--- src/rtl/audio_pkg.sv ---
// rtl/audio_pkg.sv - shared audio sample types and underrun policy constants
package audio_pkg;

    localparam int DW         = 16;
    localparam int FRAME_BITS = 2 * DW;

    typedef struct packed {
        logic [DW-1:0] left;
        logic [DW-1:0] right;
    } stereo_pair_t;

    localparam int UNDERRUN_ZEROS  = 0;
    localparam int UNDERRUN_REPEAT = 1;

endpackage

--- src/rtl/aud_pair_fifo.sv ---
// rtl/aud_pair_fifo.sv - synchronous DEPTH-entry FIFO of stereo sample pairs
module aud_pair_fifo
    import audio_pkg::*;
#(
    parameter int  DEPTH  = 4,
    parameter type pair_t = stereo_pair_t
) (
    input  logic                   clk,
    input  logic                   reset,
    input  logic                   push,
    input  logic                   pop,
    input  pair_t                  wr_data,
    output pair_t                  rd_data,
    output logic                   full,
    output logic                   empty,
    output logic [$clog2(DEPTH):0] level
);

    localparam int PW = $clog2(DEPTH);
    localparam int LW = PW + 1;

    pair_t         mem_q [DEPTH];
    pair_t         mem_d [DEPTH];
    logic [PW-1:0] wr_q, wr_d;
    logic [PW-1:0] rd_q, rd_d;
    logic [LW-1:0] lvl_q, lvl_d;
    logic          do_push;
    logic          do_pop;

    assign full    = (lvl_q == LW'(DEPTH));
    assign empty   = (lvl_q == '0);
    assign level   = lvl_q;
    assign rd_data = mem_q[rd_q];

    always_comb begin
        mem_d   = mem_q;
        wr_d    = wr_q;
        rd_d    = rd_q;
        lvl_d   = lvl_q;
        do_push = push && !full;
        do_pop  = pop && !empty;
        // Pointers wrap naturally because DEPTH is a power of two.
        if (do_push) begin
            mem_d[wr_q] = wr_data;
            wr_d        = wr_q + 1'b1;
        end
        if (do_pop) begin
            rd_d = rd_q + 1'b1;
        end
        case ({do_push, do_pop})
            2'b10:   lvl_d = lvl_q + 1'b1;
            2'b01:   lvl_d = lvl_q - 1'b1;
            default: lvl_d = lvl_q;
        endcase
    end

    always_ff @(posedge clk) begin
        mem_q <= mem_d;
        if (reset) begin
            wr_q  <= '0;
            rd_q  <= '0;
            lvl_q <= '0;
        end else begin
            wr_q  <= wr_d;
            rd_q  <= rd_d;
            lvl_q <= lvl_d;
        end
    end

endmodule

--- src/rtl/aud_dac_frame_tx.sv ---
// rtl/aud_dac_frame_tx.sv - DSP-mode stereo DAC serializer; AUD_DAC_UNDERRUN_CNT_EN enables underrun_cnt
module aud_dac_frame_tx #(
    parameter int DW            = audio_pkg::DW,
    parameter int DEPTH         = 4,
    parameter int UNDERRUN_HOLD = 1
) (
    input  logic                   AUD_BCLK,
    input  logic                   reset,
    input  logic                   in_valid,
    output logic                   in_ready,
    input  logic [DW-1:0]          in_left,
    input  logic [DW-1:0]          in_right,
    input  logic                   AUD_DACLRCK,
    output logic                   AUD_DACDAT,
    output logic [$clog2(DEPTH):0] fifo_level,
    output logic                   underrun,
    output logic [15:0]            underrun_cnt
);
    import audio_pkg::*;

    localparam int FB = 2 * DW;
    localparam int CW = $clog2(FB + 1);
    localparam logic [CW-1:0] CNT_IDLE = CW'(FB);

    typedef logic [FB-1:0] word_t;

    logic          lrck_q, lrck_d;
    word_t         shift_q, shift_d;
    word_t         last_q, last_d;
    logic [CW-1:0] cnt_q, cnt_d;
    logic          dacdat_q, dacdat_d;
    logic          fs;
    logic          push;
    logic          pop;
    logic          fifo_full;
    logic          fifo_empty;
    word_t         pop_data;

    assign in_ready   = !reset && !fifo_full;
    assign push       = in_valid && in_ready;
    assign fs         = AUD_DACLRCK && !lrck_q;
    assign pop        = fs && !fifo_empty;
    assign underrun   = fs && fifo_empty && !reset;
    assign AUD_DACDAT = dacdat_q;

    aud_pair_fifo #(
        .DEPTH  (DEPTH),
        .pair_t (word_t)
    ) u_fifo (
        .clk     (AUD_BCLK),
        .reset   (reset),
        .push    (push),
        .pop     (pop),
        .wr_data ({in_left, in_right}),
        .rd_data (pop_data),
        .full    (fifo_full),
        .empty   (fifo_empty),
        .level   (fifo_level)
    );

    always_comb begin
        lrck_d   = AUD_DACLRCK;
        shift_d  = shift_q;
        last_d   = last_q;
        cnt_d    = cnt_q;
        dacdat_d = (cnt_q < CNT_IDLE) && shift_q[FB-1];
        // A new sync always restarts the frame, even mid-frame.
        if (fs) begin
            cnt_d = '0;
            if (!fifo_empty) begin
                shift_d = pop_data;
                last_d  = pop_data;
            end else if (UNDERRUN_HOLD == UNDERRUN_REPEAT) begin
                shift_d = last_q;
            end else begin
                shift_d = '0;
            end
        end else if (cnt_q < CNT_IDLE) begin
            shift_d = {shift_q[FB-2:0], 1'b0};
            cnt_d   = cnt_q + 1'b1;
        end
    end

    always_ff @(posedge AUD_BCLK) begin
        if (reset) begin
            lrck_q  <= 1'b0;
            shift_q <= '0;
            last_q  <= '0;
            cnt_q   <= '0;
        end else begin
            lrck_q  <= lrck_d;
            shift_q <= shift_d;
            last_q  <= last_d;
            cnt_q   <= cnt_d;
        end
    end

    // Falling-edge retime keeps DACDAT stable around the codec's rising-edge sample.
    always_ff @(negedge AUD_BCLK) begin
        if (reset) begin
            dacdat_q <= 1'b0;
        end else begin
            dacdat_q <= dacdat_d;
        end
    end

`ifdef AUD_DAC_UNDERRUN_CNT_EN
    logic [15:0] ucnt_q, ucnt_d;

    always_comb begin
        ucnt_d = ucnt_q;
        if (underrun && (ucnt_q != 16'hFFFF)) begin
            ucnt_d = ucnt_q + 16'd1;
        end
    end

    always_ff @(posedge AUD_BCLK) begin
        if (reset) begin
            ucnt_q <= '0;
        end else begin
            ucnt_q <= ucnt_d;
        end
    end

    assign underrun_cnt = ucnt_q;
`else
    assign underrun_cnt = '0;
`endif

endmodule
--- config.mk ---
export PLATFORM = sky130hd
export DESIGN_NAME = aud_dac_frame_tx
export DESIGN_NICKNAME = d
export VERILOG_FILES = /design/src/rtl/audio_pkg.sv /design/src/rtl/aud_pair_fifo.sv /design/src/rtl/aud_dac_frame_tx.sv
export SDC_FILE = /design/constraint.sdc
export NUM_CORES = 1
export LEC_CHECK = 0
export CORE_MARGIN = 1
export CORE_UTILIZATION = 53
export CTS_CLUSTER_SIZE = 8
export DETAILED_ROUTE_END_ITERATION = 6
export PLACE_DENSITY_LB_ADDON = 0.3
export SYNTH_ARGS = -nofsm -noshare
export SYNTH_HDL_FRONTEND = slang
export SYNTH_HIERARCHICAL = 1
export SYNTH_SLANG_ARGS = --single-unit
export TNS_END_PERCENT = 10
--- constraint.sdc ---
create_clock -name AUD_BCLK -period 2.6 [get_ports AUD_BCLK]
set_input_delay 0.39 -clock AUD_BCLK [delete_from_list [all_inputs] [get_ports AUD_BCLK]]
set_output_delay 0.39 -clock AUD_BCLK [all_outputs]
set_load 0.02 [all_outputs]
==> impl_metrics.yaml <==
clocking:
  post_cts_buffers: 0
  clkLatencyLatePin_ns: 0.56
  path_clk_slew_ns: 0.05
  hold_buffers: 0
  cts_buffer_depth: 3
  cts_buffers: 29
  h-tree-depth: 1
  cts_tree: "yes"
  clock-sinks: 207
  ctsRootBufferMaster: "clkbuf_16"
sta:
  setup_tns_ns: -0.0723
  hold_slack_ns: 0.288
  rsz0062_at_grt: "true"
  finClkSkew_ns: 0.0438
  setup_viol: 1
  finalWorstSetupSlack_ns: -0.0723
  slew_viol_final: 0
  worst_pin_slew_ns: 0.855
  hold_viol_final: 0
  timing.slew.headroom_pct: 43.0
finish:
  layout_commonest_cell: "edfxtp_1"
  fillers: 1139
  final_cell_mix: "128 x edfxtp_1, 96 x nand2_1, 74 x dfxtp_1"
  multi_input_area_um2: 2790
  regArea_um2: 5440
  fin_util_pct: 63.7
  n_antenna_cell: 0
  areaGrowthSynthToFinish_pct: 17.2
  fin_cells: 914
  drive_above_1_share_pct: 19.1
  design_area_um2: 10100
  num-nets-final: 719
worst_setup_path:
  cp_num_buf_inv: 1
  crit_slowest_cell: "dfxtp_2"
  crit_type: "flip-flop to output pin"
  worst_ep_required_time_ns: 2.21
  startpoint: "AUD_DACDAT$_SDFF_NP0_"
  cp_slowest_stage_delay_ns: 0.30
  cp_cell_sequence: "buf_6"
  end_kind: "output pin"
  cp_max_fo: 1
  reg2reg_from: "u_fifo/level[2]$_SDFFE_PP0P_"
  critPathTopFamily: "flip-flops"
  cp.arrival_ns: 2.28
  startpoint_type: "flip-flop"
placement:
  dpl-instance-area_um2: 9280
  post-dp-hpwl_mm: 9.52
  dp.cells: 861
  gp_congestion: 0.743
  io_buffers: 41
power_and_ir_drop:
  powerDensity_nw_per_um2: 741
  p_sw_share_pct: 21.1
  leakagePower_nw: 3.25
  clkPwrFrac_pct: 45.0
  p_comb_share_pct: 6.4
  p_int_w: 0.00592
  switching_power_w: 0.00158
  peakVddDrop_mv: 0.484
  seqPwrFrac_pct: 48.5
floorplan:
  die_w_um: 130
  start_util_pct: 54.3
  die-area_um2: 16800
  rows: 46
  die_y_um: 130
  io_pins: 58
  coreArea_um2: 15900
status:
  failed_checks: "setup timing"
  outcome: "finished, violations left"
yosys:
  synthArstFlopShare_pct: 0
  synth_edf_count: 128
  yosysSeqAreaShare_pct: 62.9
  ys_types: 38
  ys.flop_type: "edfxtp_1"
  syn_area_um2: 8630
  ys_warn_count: 6
  synth_area_per_cell_um2: 13.9
  ys_seq_elements: 207
  synth_cells: 621
global_route:
  grt_pass1_vias: 4966
  grt_use_met2_pct: 33.8
  use_met3_pct: 3.55
  busiest_layer: "met2"
  grt_max_degree: 70
  grt_remaining_overflow: 0
  grt_pass1_wl_mm: 25.3
  grt_use_total_pct: 19.6
  antenna_found_initial: 0
  grtUsageMet1_pct: 25.6
drt:
  dr.pass1.iters: 5
  vias: 4903
  drc_errors: 0
  wl_per_cell_um: 17.0
  wl_mm: 15.5
  viasPerCell: 5.36
  drtIter0Drc: 356
  antenna_left: 0
job:
  drv_cap: 0
hold_path:
  min_from: "reset"
  hold_class: "input pin to flip-flop"
worst register-to-register path, stage by stage, from the launching register on:
cell	delay, ns
dfxtp_4	0.39
nor3b_2	0.28
nor2_1	0.09
and2_1	0.16
inv_1	0.08
nor2_1	0.07
inv_1	0.08
ha_2	0.18
inv_1	0.05
fa_2	0.33
xor2_1	0.15
or3_1	0.30
a21oi_1	0.15
layout make-up:
| cell class | instances | area share [%] |
|---|---|---|
| Tap cell | 216 | 2.67 |
| Multi-Input combinational cell | 333 | 27.6 |
| Clock inverter | 2 | 0.210 |
| Sequential cell | 207 | 53.8 |
| Timing Repair Buffer | 64 | 6.22 |
| Clock buffer | 52 | 8.03 |
| Inverter | 40 | 1.53 |
registers in the layout, summed over array words and instances (netlist names):
register and count:
u_fifo/rd_q 2, lrck_q 1, u_fifo/level 3, u_fifo/mem_q 128, cnt_q 6, AUD_DACDAT 1, u_fifo/wr_q 2, last_q 32
shift_q 32
cells by family (layout without fill, tap and decap cells):
logic type	Yosys count	after routing	share of synthesized area, %
AO/OA/AOI/OAI	73	73	7.66
XOR/XNOR	7	7	0.710
adder cells (fa/ha/maj)	7	7	1.10
buffers and inverters	96	158	5.76
flip-flops	207	207	62.9
multiplexers	66	66	13.9
other	1	16	0.0435
AND/OR/NAND/NOR	164	164	7.99
through the flow:
stage / power (W) / setup WS (ns)
floorplan: 0.00404 / 0.0147
global placement: 0.00417 / -0.141
detailed placement: 0.00419 / -0.180
CTS: 0.00758 / -0.0876
global route: 0.00777 / -0.0983
finish: 0.00750 / -0.0723
worst paths after layout:
| path | slack [ns] | endpoint | cells past startpoint |
|---|---|---|---|
| worst max-delay path | -0.07 | AUD_DACDAT | 1 |
| worst min-delay path | 0.29 | u_fifo/wr_q[1]$_SDFFE_PP0P_ | 3 |
| worst min register to register | 0.45 | last_q[3]$_SDFFE_PP0N_ | 2 |
| worst max register to register | 0.21 | u_fifo/level[2]$_SDFFE_PP0P_ | 12 |
power groups by stage:
stage	logic (W)	registers, W	clock network [W]
6_report	0.000483	0.00364	0.00338
5_1_grt	0.000531	0.00365	0.00359
4_1_cts	0.000489	0.00364	0.00345
3_5_place_dp	0.000487	0.00370	0.00000481
3_3_place_gp	0.000470	0.00369	0.00000481
2_1_floorplan	0.000344	0.00369	0.00000481
Yosys cell counts, types with 3 or more instances:
cell type	instances	area share, %
inv_1	40	1.7
a221oi_1	3	0.30
buf_1	4	0.17
nor2_1	43	1.9
mux2i_1	3	0.35
clkbuf_1	18	0.78
buf_4	16	1.4
or3_1	3	0.22
mux4_2	6	1.6
mux4_1	26	7.9
dfxtp_1	79	18
buf_6	8	1.0
mux2_2	31	4.0
ha_1	6	0.87
edfxtp_1	128	45
a21oi_1	37	2.1
o21ai_0	3	0.17
nand2b_1	4	0.29
a221oi_2	28	4.9
buf_2	9	0.52
xor2_1	6	0.61
and2_1	6	0.44
nand2_1	96	4.2
per-layer routing:
| metal | up-vias | wire [um] |
|---|---|---|
| li1 | 2339 | - |
| met1 | 2405 | 6740 |
| met2 | 131 | 7670 |
| met3 | 28 | 856 |
| met4 | 0 | 248 |
| met5 | - | 0 |
timing repair:
| item | in CTS | in global routing |
|---|---|---|
| resized for setup | 7 | 0 |
| pin swaps | 0 | 0 |
| endpoints found under the setup margin | 1 | 1 |
No activity file was read; power rests on OpenSTA's default activity.
